**src/rtl/fault_countdown_ctrl.sv**
```systemverilog
// Fault/self-destruct controller: synchronises and debounces N fault switches plus an
// arm switch, votes K-of-N, runs an LED-bar countdown and pulses boom when it empties.

module fault_countdown_deb #(
    parameter int DEB_TICKS = 3
) (
    input  logic clk,
    input  logic rst_n,
    input  logic tick_i,
    input  logic sync_i,
    output logic nxt_o
);
    localparam int CW = $clog2(DEB_TICKS + 1);
    localparam logic [CW-1:0] CNT_LAST = CW'(DEB_TICKS - 1);

    logic [CW-1:0] cnt_q, cnt_d;
    logic          deb_q, deb_d;

    always_comb begin
        cnt_d = cnt_q;
        deb_d = deb_q;
        if (tick_i) begin
            if (sync_i != deb_q) begin
                if (cnt_q == CNT_LAST) begin
                    deb_d = sync_i;
                    cnt_d = '0;
                end else begin
                    cnt_d = cnt_q + CW'(1);
                end
            end else begin
                cnt_d = '0;
            end
        end
    end

    always_ff @(posedge clk or negedge rst_n) begin
        if (!rst_n) begin
            cnt_q <= '0;
            deb_q <= 1'b0;
        end else begin
            cnt_q <= cnt_d;
            deb_q <= deb_d;
        end
    end

    // Exposes the level the debounced flop takes at this edge, so a consumer can act
    // in the same clock the debounced value changes.
    assign nxt_o = deb_d;
endmodule

module fault_countdown_ctrl #(
    parameter int TICK_DIV      = 250000,
    parameter int N_CH          = 4,
    parameter int K_VOTE        = 2,
    parameter int DEB_TICKS     = 3,
    parameter int STEP_TICKS    = 100,
    parameter int BLINK_TICKS   = 33,
    parameter int BAR_W         = 8,
    parameter int RELOAD_ON_CLR = 1
) (
    input  logic                        clk,
    input  logic                        rst_n,
    input  logic                        arm_in,
    input  logic [N_CH-1:0]             fault_in,
    output logic [BAR_W-1:0]            leds,
    output logic [$clog2(N_CH+1)-1:0]   fault_count,
    output logic [1:0]                  state,
    output logic                        boom
);
    localparam int TW  = $clog2(TICK_DIV);
    localparam int FCW = $clog2(N_CH + 1);
    localparam int SW  = $clog2(STEP_TICKS + 1);
    localparam int BW  = $clog2(BLINK_TICKS + 1);
    localparam logic [TW-1:0] TICK_LAST  = TW'(TICK_DIV - 1);
    localparam logic [SW-1:0] STEP_LAST  = SW'(STEP_TICKS - 1);
    localparam logic [BW-1:0] BLINK_LAST = BW'(BLINK_TICKS - 1);
    localparam logic [BAR_W-1:0] ONES    = {BAR_W{1'b1}};

    typedef enum logic [1:0] {
        S_IDLE  = 2'd0,
        S_ARMED = 2'd1,
        S_COUNT = 2'd2,
        S_DET   = 2'd3
    } state_t;

    logic [TW-1:0]    tick_cnt_q;
    logic             tick;
    logic [N_CH:0]    sync1_q, sync2_q, deb_nxt;
    logic [FCW-1:0]   fault_count_q, fault_count_d;
    logic             vote, arm_now;
    logic [BW-1:0]    blink_cnt_q;
    logic             phase_q;
    state_t           state_q, state_d;
    logic [BAR_W-1:0] bar_q, bar_d, bar_shift;
    logic [SW-1:0]    step_q, step_d;
    logic             boom_q, boom_d;
    logic [BAR_W-1:0] leds_q, leds_d;

    assign tick = (tick_cnt_q == TICK_LAST);

    always_ff @(posedge clk or negedge rst_n) begin
        if (!rst_n) begin
            tick_cnt_q <= '0;
            sync1_q    <= '0;
            sync2_q    <= '0;
        end else begin
            tick_cnt_q <= tick ? '0 : tick_cnt_q + TW'(1);
            sync1_q    <= {arm_in, fault_in};
            sync2_q    <= sync1_q;
        end
    end

    // Channel N_CH is the arm switch; channels below it are the fault inputs.
    for (genvar g = 0; g <= N_CH; g++) begin : g_deb
        fault_countdown_deb #(.DEB_TICKS(DEB_TICKS)) u_deb (
            .clk    (clk),
            .rst_n  (rst_n),
            .tick_i (tick),
            .sync_i (sync2_q[g]),
            .nxt_o  (deb_nxt[g])
        );
    end

    always_comb begin
        fault_count_d = '0;
        for (int i = 0; i < N_CH; i++)
            fault_count_d = fault_count_d + FCW'(deb_nxt[i]);
    end

    assign vote    = (fault_count_q >= FCW'(K_VOTE));
    assign arm_now = deb_nxt[N_CH];

    always_ff @(posedge clk or negedge rst_n) begin
        if (!rst_n) begin
            fault_count_q <= '0;
            blink_cnt_q   <= '0;
            phase_q       <= 1'b0;
        end else begin
            fault_count_q <= fault_count_d;
            if (tick) begin
                if (blink_cnt_q == BLINK_LAST) begin
                    blink_cnt_q <= '0;
                    phase_q     <= ~phase_q;
                end else begin
                    blink_cnt_q <= blink_cnt_q + BW'(1);
                end
            end
        end
    end

    assign bar_shift = bar_q >> 1;

    always_comb begin
        state_d = state_q;
        bar_d   = bar_q;
        step_d  = step_q;
        boom_d  = 1'b0;
        if (!arm_now) begin
            state_d = S_IDLE;
            bar_d   = ONES;
            step_d  = '0;
        end else begin
            case (state_q)
                S_IDLE: state_d = S_ARMED;
                S_ARMED: begin
                    if (vote) begin
                        state_d = S_COUNT;
                        step_d  = '0;
                        bar_d   = (RELOAD_ON_CLR != 0) ? ONES : bar_q;
                    end
                end
                S_COUNT: begin
                    // The emptying shift beats a simultaneous vote loss.
                    if (tick && step_q == STEP_LAST && bar_shift == '0) begin
                        state_d = S_DET;
                        bar_d   = '0;
                        step_d  = '0;
                        boom_d  = 1'b1;
                    end else if (!vote) begin
                        state_d = S_ARMED;
                        step_d  = '0;
                        if (RELOAD_ON_CLR != 0) bar_d = ONES;
                    end else if (tick) begin
                        if (step_q == STEP_LAST) begin
                            bar_d  = bar_shift;
                            step_d = '0;
                        end else begin
                            step_d = step_q + SW'(1);
                        end
                    end
                end
                S_DET:   state_d = S_DET;
                default: state_d = S_IDLE;
            endcase
        end
    end

    always_comb begin
        leds_d = ONES;
        case (state_q)
            S_IDLE:  leds_d = ONES;
            S_ARMED: leds_d = bar_q;
            S_COUNT: leds_d = phase_q ? '0 : bar_q;
            S_DET:   leds_d = phase_q ? '0 : ONES;
            default: leds_d = ONES;
        endcase
    end

    always_ff @(posedge clk or negedge rst_n) begin
        if (!rst_n) begin
            state_q <= S_IDLE;
            bar_q   <= ONES;
            step_q  <= '0;
            boom_q  <= 1'b0;
            leds_q  <= ONES;
        end else begin
            state_q <= state_d;
            bar_q   <= bar_d;
            step_q  <= step_d;
            boom_q  <= boom_d;
            leds_q  <= leds_d;
        end
    end

    assign leds        = leds_q;
    assign fault_count = fault_count_q;
    assign state       = state_q;
    assign boom        = boom_q;
endmodule

```
**config.mk**
```make
export PLATFORM = sky130hd
export DESIGN_NAME = fault_countdown_ctrl
export DESIGN_NICKNAME = d
export VERILOG_FILES = /design/src/rtl/fault_countdown_ctrl.sv
export SDC_FILE = /design/constraint.sdc
export NUM_CORES = 1
export LEC_CHECK = 0
export CAP_MARGIN = 20
export CORE_MARGIN = 2
export CORE_UTILIZATION = 35
export CTS_CLUSTER_SIZE = 40
export DETAILED_ROUTE_END_ITERATION = 16
export PLACE_DENSITY = 0.56
export REMOVE_ABC_BUFFERS = 1
export SYNTH_ARGS = -nofsm -noshare
export SYNTH_HDL_FRONTEND = slang
export SYNTH_SLANG_ARGS = --single-unit
```
**constraint.sdc**
```tcl
create_clock -name clk -period 3.5 [get_ports clk]
set_input_delay 0.7 -clock clk [delete_from_list [all_inputs] [get_ports clk]]
set_output_delay 0.7 -clock clk [all_outputs]
set_load 0.005 [all_outputs]
```
==> results of run 1 <==
registers in the layout, indices dropped and copies added, names as in the netlist:
register / flops
bar_q: 8
blink_cnt_q: 6
boom: 1
fault_count: 3
g_deb.u_deb.cnt_q: 10
g_deb.u_deb.deb_q: 5
leds: 8
phase_q: 1
state: 2
step_q: 7
sync1_q: 5
sync2_q: 5
tick_cnt_q: 18
cells in the final DEF, fill, tap and decap left out, drive strengths merged, types with 5 or more instances in the layout:
cell type,synthesis,final
and3,5,5
and2,6,6
dfstp,16,16
ha,6,6
nor2,43,43
nand3,19,19
dfrtp,63,63
mux2,11,11
o21a,8,8
inv,8,8
nand4,11,11
nand2,39,39
a21oi,7,7
xnor2,11,11
xor2,15,15
nor3,6,6
clkbuf,7,11
o21ai,26,26
clkdlybuf4s50,0,19
power breakdown:
part | internal (mW) | total [mW] | switching (mW)
clock network | 0.349 | 0.676 | 0.327
logic | 0.0108 | 0.0307 | 0.0199
registers | 0.919 | 0.922 | 0.00326
worst max-delay path, cell delays in order, from the launching register on:
cell	delay, ps
dfrtp_1	450
nor3b_1	440
nand3_1	200
or2_1	360
nor2_1	150
nand2_1	80
mux2_2	290
fa_1	490
ha_1	210
ha_1	270
area by class of cell:
cell class	instances	area, um^2
fillers	1020	6011
flip-flops and latches	79	1997
clock buffers	11	141.4
repair buffers	23	240.2
well taps	136	170.2
multi-input cells	251	1584
clock inverters	5	57.56
inverters	8	30.03
Yosys cell counts, types with 2 or more instances:
| cell | number |
|---|---|
| nand4_1 | 10 |
| o21ai_0 | 25 |
| nand2b_1 | 2 |
| and3_1 | 5 |
| nor2b_1 | 3 |
| nor3_1 | 5 |
| nor2_1 | 43 |
| xnor2_1 | 11 |
| xor2_1 | 15 |
| a21oi_1 | 4 |
| nor3b_1 | 3 |
| ha_1 | 6 |
| a21oi_4 | 2 |
| inv_1 | 8 |
| clkbuf_1 | 7 |
| o21a_1 | 8 |
| dfrtp_1 | 63 |
| mux2i_1 | 2 |
| and4bb_2 | 2 |
| dfstp_2 | 16 |
| nor4_1 | 2 |
| nand3_1 | 19 |
| o31ai_1 | 4 |
| or2_2 | 2 |
| a22oi_1 | 2 |
| nand2_1 | 39 |
| mux2_2 | 11 |
| o22ai_1 | 2 |
| and2_1 | 6 |
cells by family after synthesis:
| logic type | count (synthesis) |
|---|---|
| muxes | 13 |
| buffers and inverters | 16 |
| xor gates and xnor gates | 26 |
| adders and majority gates | 7 |
| AOI/OAI and AO/OA | 54 |
| DFF | 79 |
| and+or+nand+nor | 151 |
through the flow:
| stage | cells | hold slack, ps | setup WS (ps) |
|---|---|---|---|
| floorplan | 338 | 331.2 | 593.1 |
| global placement | 496 | 331.5 | 520.6 |
| detailed placement | 496 | 334.7 | 444.9 |
| CTS | 512 | 350.9 | 416.7 |
| global route | 513 | 280.0 | 103.9 |
| finish | 513 | 259.0 | 436.2 |
worst paths after layout:
kind                                startpoint             end  slack, ps  depth (start not counted)
worst max-delay path            tick_cnt_q[11]  fault_count[1]        440                          9
worst min-delay path                     rst_n       step_q[6]        260                          1
worst max register to register  tick_cnt_q[11]  fault_count[1]        440                          9
worst min register to register      sync1_q[4]      sync2_q[4]        350                          0
max in group asynchronous                rst_n        bar_q[0]       2620                          2
min in group clk                    sync1_q[4]      sync2_q[4]        350                          0
per-layer routing:
layer,wire length (um),vias to the layer above,GRT usage (%)
li1,-,1248,-
met4,66,0,4.323
met3,146,7,3.127
met5,0,-,0
met1,3285,1238,17.43
met2,3222,24,22.12
==> reports/results.ini, run 1 <==
[status]
status = finished, final reports clean

[yosys]
ys.flop_type = dfrtp_1
synth-adder-area-share_pct = 2.611
synth-compound-area-share_pct = 9.550
ys_ff_latch = 79
synth_top_family_by_area = simple AND/OR/NAND/NOR gates
muxShareOfSynthArea_pct = 3.951
ys_types = 48
synth_top_area_cell = dfrtp_1
synth_cells = 346
ys_seq_area_share_pct = 54.83
syn_avg_cell_area_um2 = 10.53
synth_area_um2 = 3642
yosysTopAreaCellShare_pct = 43.28
synth-xor-area-share_pct = 6.252
synth_edf_count = 0
synth-simple-area-share_pct = 21.13
synth.area.top_cells = dfrtp_1, dfstp_2, nor2_1
yosys_warnings = 0
synth-async-reset-ratio_pct = 100.0

[placement]
gp_congestion = 0.7843
place_area_um2 = 3994
port_buffers = 20
hpwl_um = 4482

[pwr]
peakVddDrop_mv = 0.2191
p_leak_nw = 1.815
power_mw = 1.629
power.density_nw_per_um2 = 386.0

[layout]
final_util_pct = 41.25
area_growth_pct = 15.87
fin_area_um2 = 4220
num_antenna_cells = 0
final_nets = 386
drive_gt1_share_pct = 15.65

[timing]
setup_viol = 0
slew_headroom_pct = 56.28
slew_viol_final = 0
max_slew.worst_pin.slew_ps = 650.8
rsz0062_at_grt = no
finClkSkew_ps = 10.38
hold_viol = 0
period_share_pct = 87.54
setup-tns-final_ps = 0
fmax_mhz = 326.4
period_minus_slack_ps = 3064

[clock_network]
postCtsHoldBufs = 0
h-tree-depth = 3
path_clk_slew_ps = 80
clock_latency_ps = 350
clock_path_buffers = 2
post_cts_buffers = 0
cts.sinks = 79
cts_tree = done
root_buffer = clkbuf_8
cts_buffers = 9
cts.repair.resized = 0

[die]
core_um2 = 10230
start_util_pct = 35.60
die_h_um = 106.0
die_w_um = 106.0
die-area_um2 = 11240
rows = 37
num_io_pins = 21

[global_route]
grt_pass1_wl_um = 12190
gr-usage-all-layers_pct = 13.39
grt_pass1_vias = 2577
gr-total-overflow = 0
grt_max_degree = 80
grt_antenna_before_repair = 0

[route]
drtIter0Drc = 122
wl_per_cell_um = 13.10
drc = 0
antenna_left = 0
via_per_inst = 4.906
drtPass1Iterations = 4
routed_wl_um = 6721
via_count = 2517

[critical_path]
end_kind = register
cp.arrival_ps = 3300
critPathMaxFanout = 8
critPathKind = reg2reg
cp-start-kind = register
crit_required_ps = 3740

[flow_run]
drv_cap = 0

[hold_path]
hp-class = in2async

Note: power is estimated with default switching activity, not from simulation.
==> inputs of run 2 (changes only) <==
--- a/config.mk
+++ b/config.mk
@@ -10,7 +10,7 @@
 export CORE_UTILIZATION = 35
 export CTS_CLUSTER_SIZE = 40
 export DETAILED_ROUTE_END_ITERATION = 16
-export PLACE_DENSITY = 0.56
+export PLACE_DENSITY_LB_ADDON = 0.2
 export REMOVE_ABC_BUFFERS = 1
 export SYNTH_ARGS = -nofsm -noshare
 export SYNTH_HDL_FRONTEND = slang
==> run 2 against run 1 <==
Via count decreased by 0.95%. Wire length decreased by 1.3%. Flip-flop and latch count unchanged. Clock power decreased by 11%. Critical endpoint unchanged. Critical path depth unchanged. Setup slack got worse by 60 ps. Critical path type unchanged.
==> reports/results.ini, run 2 (synthesized netlist as in run 1, its figures left out) <==
[die]
die_w_um = 106.0  ; unchanged
num_io_pins = 21  ; unchanged
start_util_pct = 35.60  ; unchanged
die-area_um2 = 11240  ; unchanged
core_um2 = 10230  ; unchanged
die_h_um = 106.0  ; unchanged
rows = 37  ; unchanged

[route]
via_count = 2493  ; -0.95%
drtPass1Iterations = 6  ; +2
drtIter0Drc = 75  ; -39%
antenna_left = 0  ; unchanged
via_per_inst = 4.850  ; -1.1%
routed_wl_um = 6633  ; -1.3%
drc = 0  ; unchanged
wl_per_cell_um = 12.90  ; -1.5%

[layout]
largest_register = tick_cnt_q
final_nets = 387  ; +0.26%
area_growth_pct = 15.36
final_common_cell = dfrtp_1
most-common-layout-cells = dfrtp_1, nor2_1, nand2_1
num_antenna_cells = 0  ; unchanged
largest_reg_flops = 18  ; unchanged
drive_gt1_share_pct = 15.87  ; +0.22 points
fin_area_um2 = 4202  ; -0.44%
top_regs = tick_cnt_q: 18 flops, g_deb.u_deb.cnt_q: 10 flops

[critical_path]
critPathKind = reg2reg
end_kind = register
critPathMaxFanout = 13  ; +5
reg2reg_slack_ps = 380  ; -60 ps
reg2regPathDepth = 9  ; unchanged
cp.arrival_ps = 3370  ; +70 ps
crit_required_ps = 3740  ; about the same
cp-start-kind = register

[placement]
pre_cts_ws_ps = 362.0  ; -82.89 ps
hpwl_um = 4555  ; +1.6%
port_buffers = 20  ; unchanged
place_area_um2 = 4001  ; +0.19%
gp_congestion = 0.7517  ; -4.2%

[global_route]
grt_pass1_wl_um = 11810  ; -3.2%
grt_max_degree = 80  ; unchanged
gr-total-overflow = 0  ; unchanged
gr-usage-all-layers_pct = 13.25  ; -0.14 points
grt_pass1_vias = 2469  ; -4.2%
grt_antenna_before_repair = 0  ; unchanged

[clock_network]
cts_tree = done
post_cts_buffers = 0  ; unchanged
postCtsHoldBufs = 0  ; unchanged
cts.sinks = 79  ; unchanged
cts_buffers = 9  ; unchanged
h-tree-depth = 3  ; unchanged
root_buffer = clkbuf_8
clock_latency_ps = 360  ; about the same
cts.repair.resized = 0  ; unchanged
clock_path_buffers = 2  ; unchanged
path_clk_slew_ps = 80  ; about the same

[timing]
setup_viol = 0  ; unchanged
rsz0062_at_grt = no
setup-tns-final_ps = 0  ; unchanged
period_share_pct = 89.24  ; +1.7 points
slew_viol_final = 0  ; unchanged
hold_ws_ps = 255.0  ; -3.958 ps
period_minus_slack_ps = 3123  ; +59.67 ps
hold_viol = 0  ; unchanged
fmax_mhz = 320.2  ; -1.9%
finClkSkew_ps = 11.11  ; +0.7285 ps
max_slew.worst_pin.slew_ps = 669.2  ; +18.40 ps
layout_setup_ws_ps = 376.6  ; -59.67 ps
slew_headroom_pct = 55.05  ; -1.2 points

[hold_path]
hp-class = in2async

[status]
status = finished, final reports clean

[pwr]
p_leak_nw = 1.796  ; -1.0%
peakVddDrop_mv = 0.1996  ; -8.9%
power.density_nw_per_um2 = 369.3  ; -4.3%

[flow_run]
drv_cap = 0  ; unchanged

-- run 2: power by group --
| group | internal, mW | switching (mW) |
|---|---|---|
| clock | 0.259 | 0.340 |
| combinational | 0.0108 | 0.0200 |
| sequential | 0.919 | 0.00325 |
| total | 1.19 | 0.363 |
-- run 2: area by class of cell --
cell class | instances | area [um^2]
Sequential cell | 79 | 1997
Timing Repair Buffer | 24 | 247.7
Inverter | 8 | 30.03
Clock buffer | 10 | 127.6
Tap cell | 136 | 170.2
Fill cell | 992 | 6030
Clock inverter | 6 | 45.04
Multi-Input combinational cell | 251 | 1584
-- run 2: worst max-delay path: stages, from the launching register on --
cell and delay, ps:
dfrtp_1 440, nor3b_1 420, nand3_1 200, or2_1 420, nor2_1 190, nand2_1 80
mux2_2 290, fa_1 490, ha_1 210, ha_1 280
-- run 2: path summary, 6_finish.rpt --
path,start,end
min in group clk,sync1_q[0],sync2_q[0]
min reg2reg,sync1_q[0],sync2_q[0]
max reg2reg,tick_cnt_q[11],fault_count[1]
max,tick_cnt_q[11],fault_count[1]
min,rst_n,step_q[6]
max in group asynchronous,rst_n,leds[0]
-- run 2: per-layer routing --
layer	up-vias	wire length, um	GRT usage (%)
met1	1198	3173	17.15
met3	12	218	3.679
li1	1250	-	-
met2	33	3136	21.34
met5	-	0	0
met4	0	104	4.793
-- run 2: per-stage QoR --
step                      cells  utilization [%]  power (mW)
after floorplan             338                -      0.9422
after global placement      497            39.11      0.9683
after detailed placement    497            39.11      0.9682
after CTS                   513            40.80       1.580
after global routing        514            41.07       1.628
final                       514            41.07       1.552
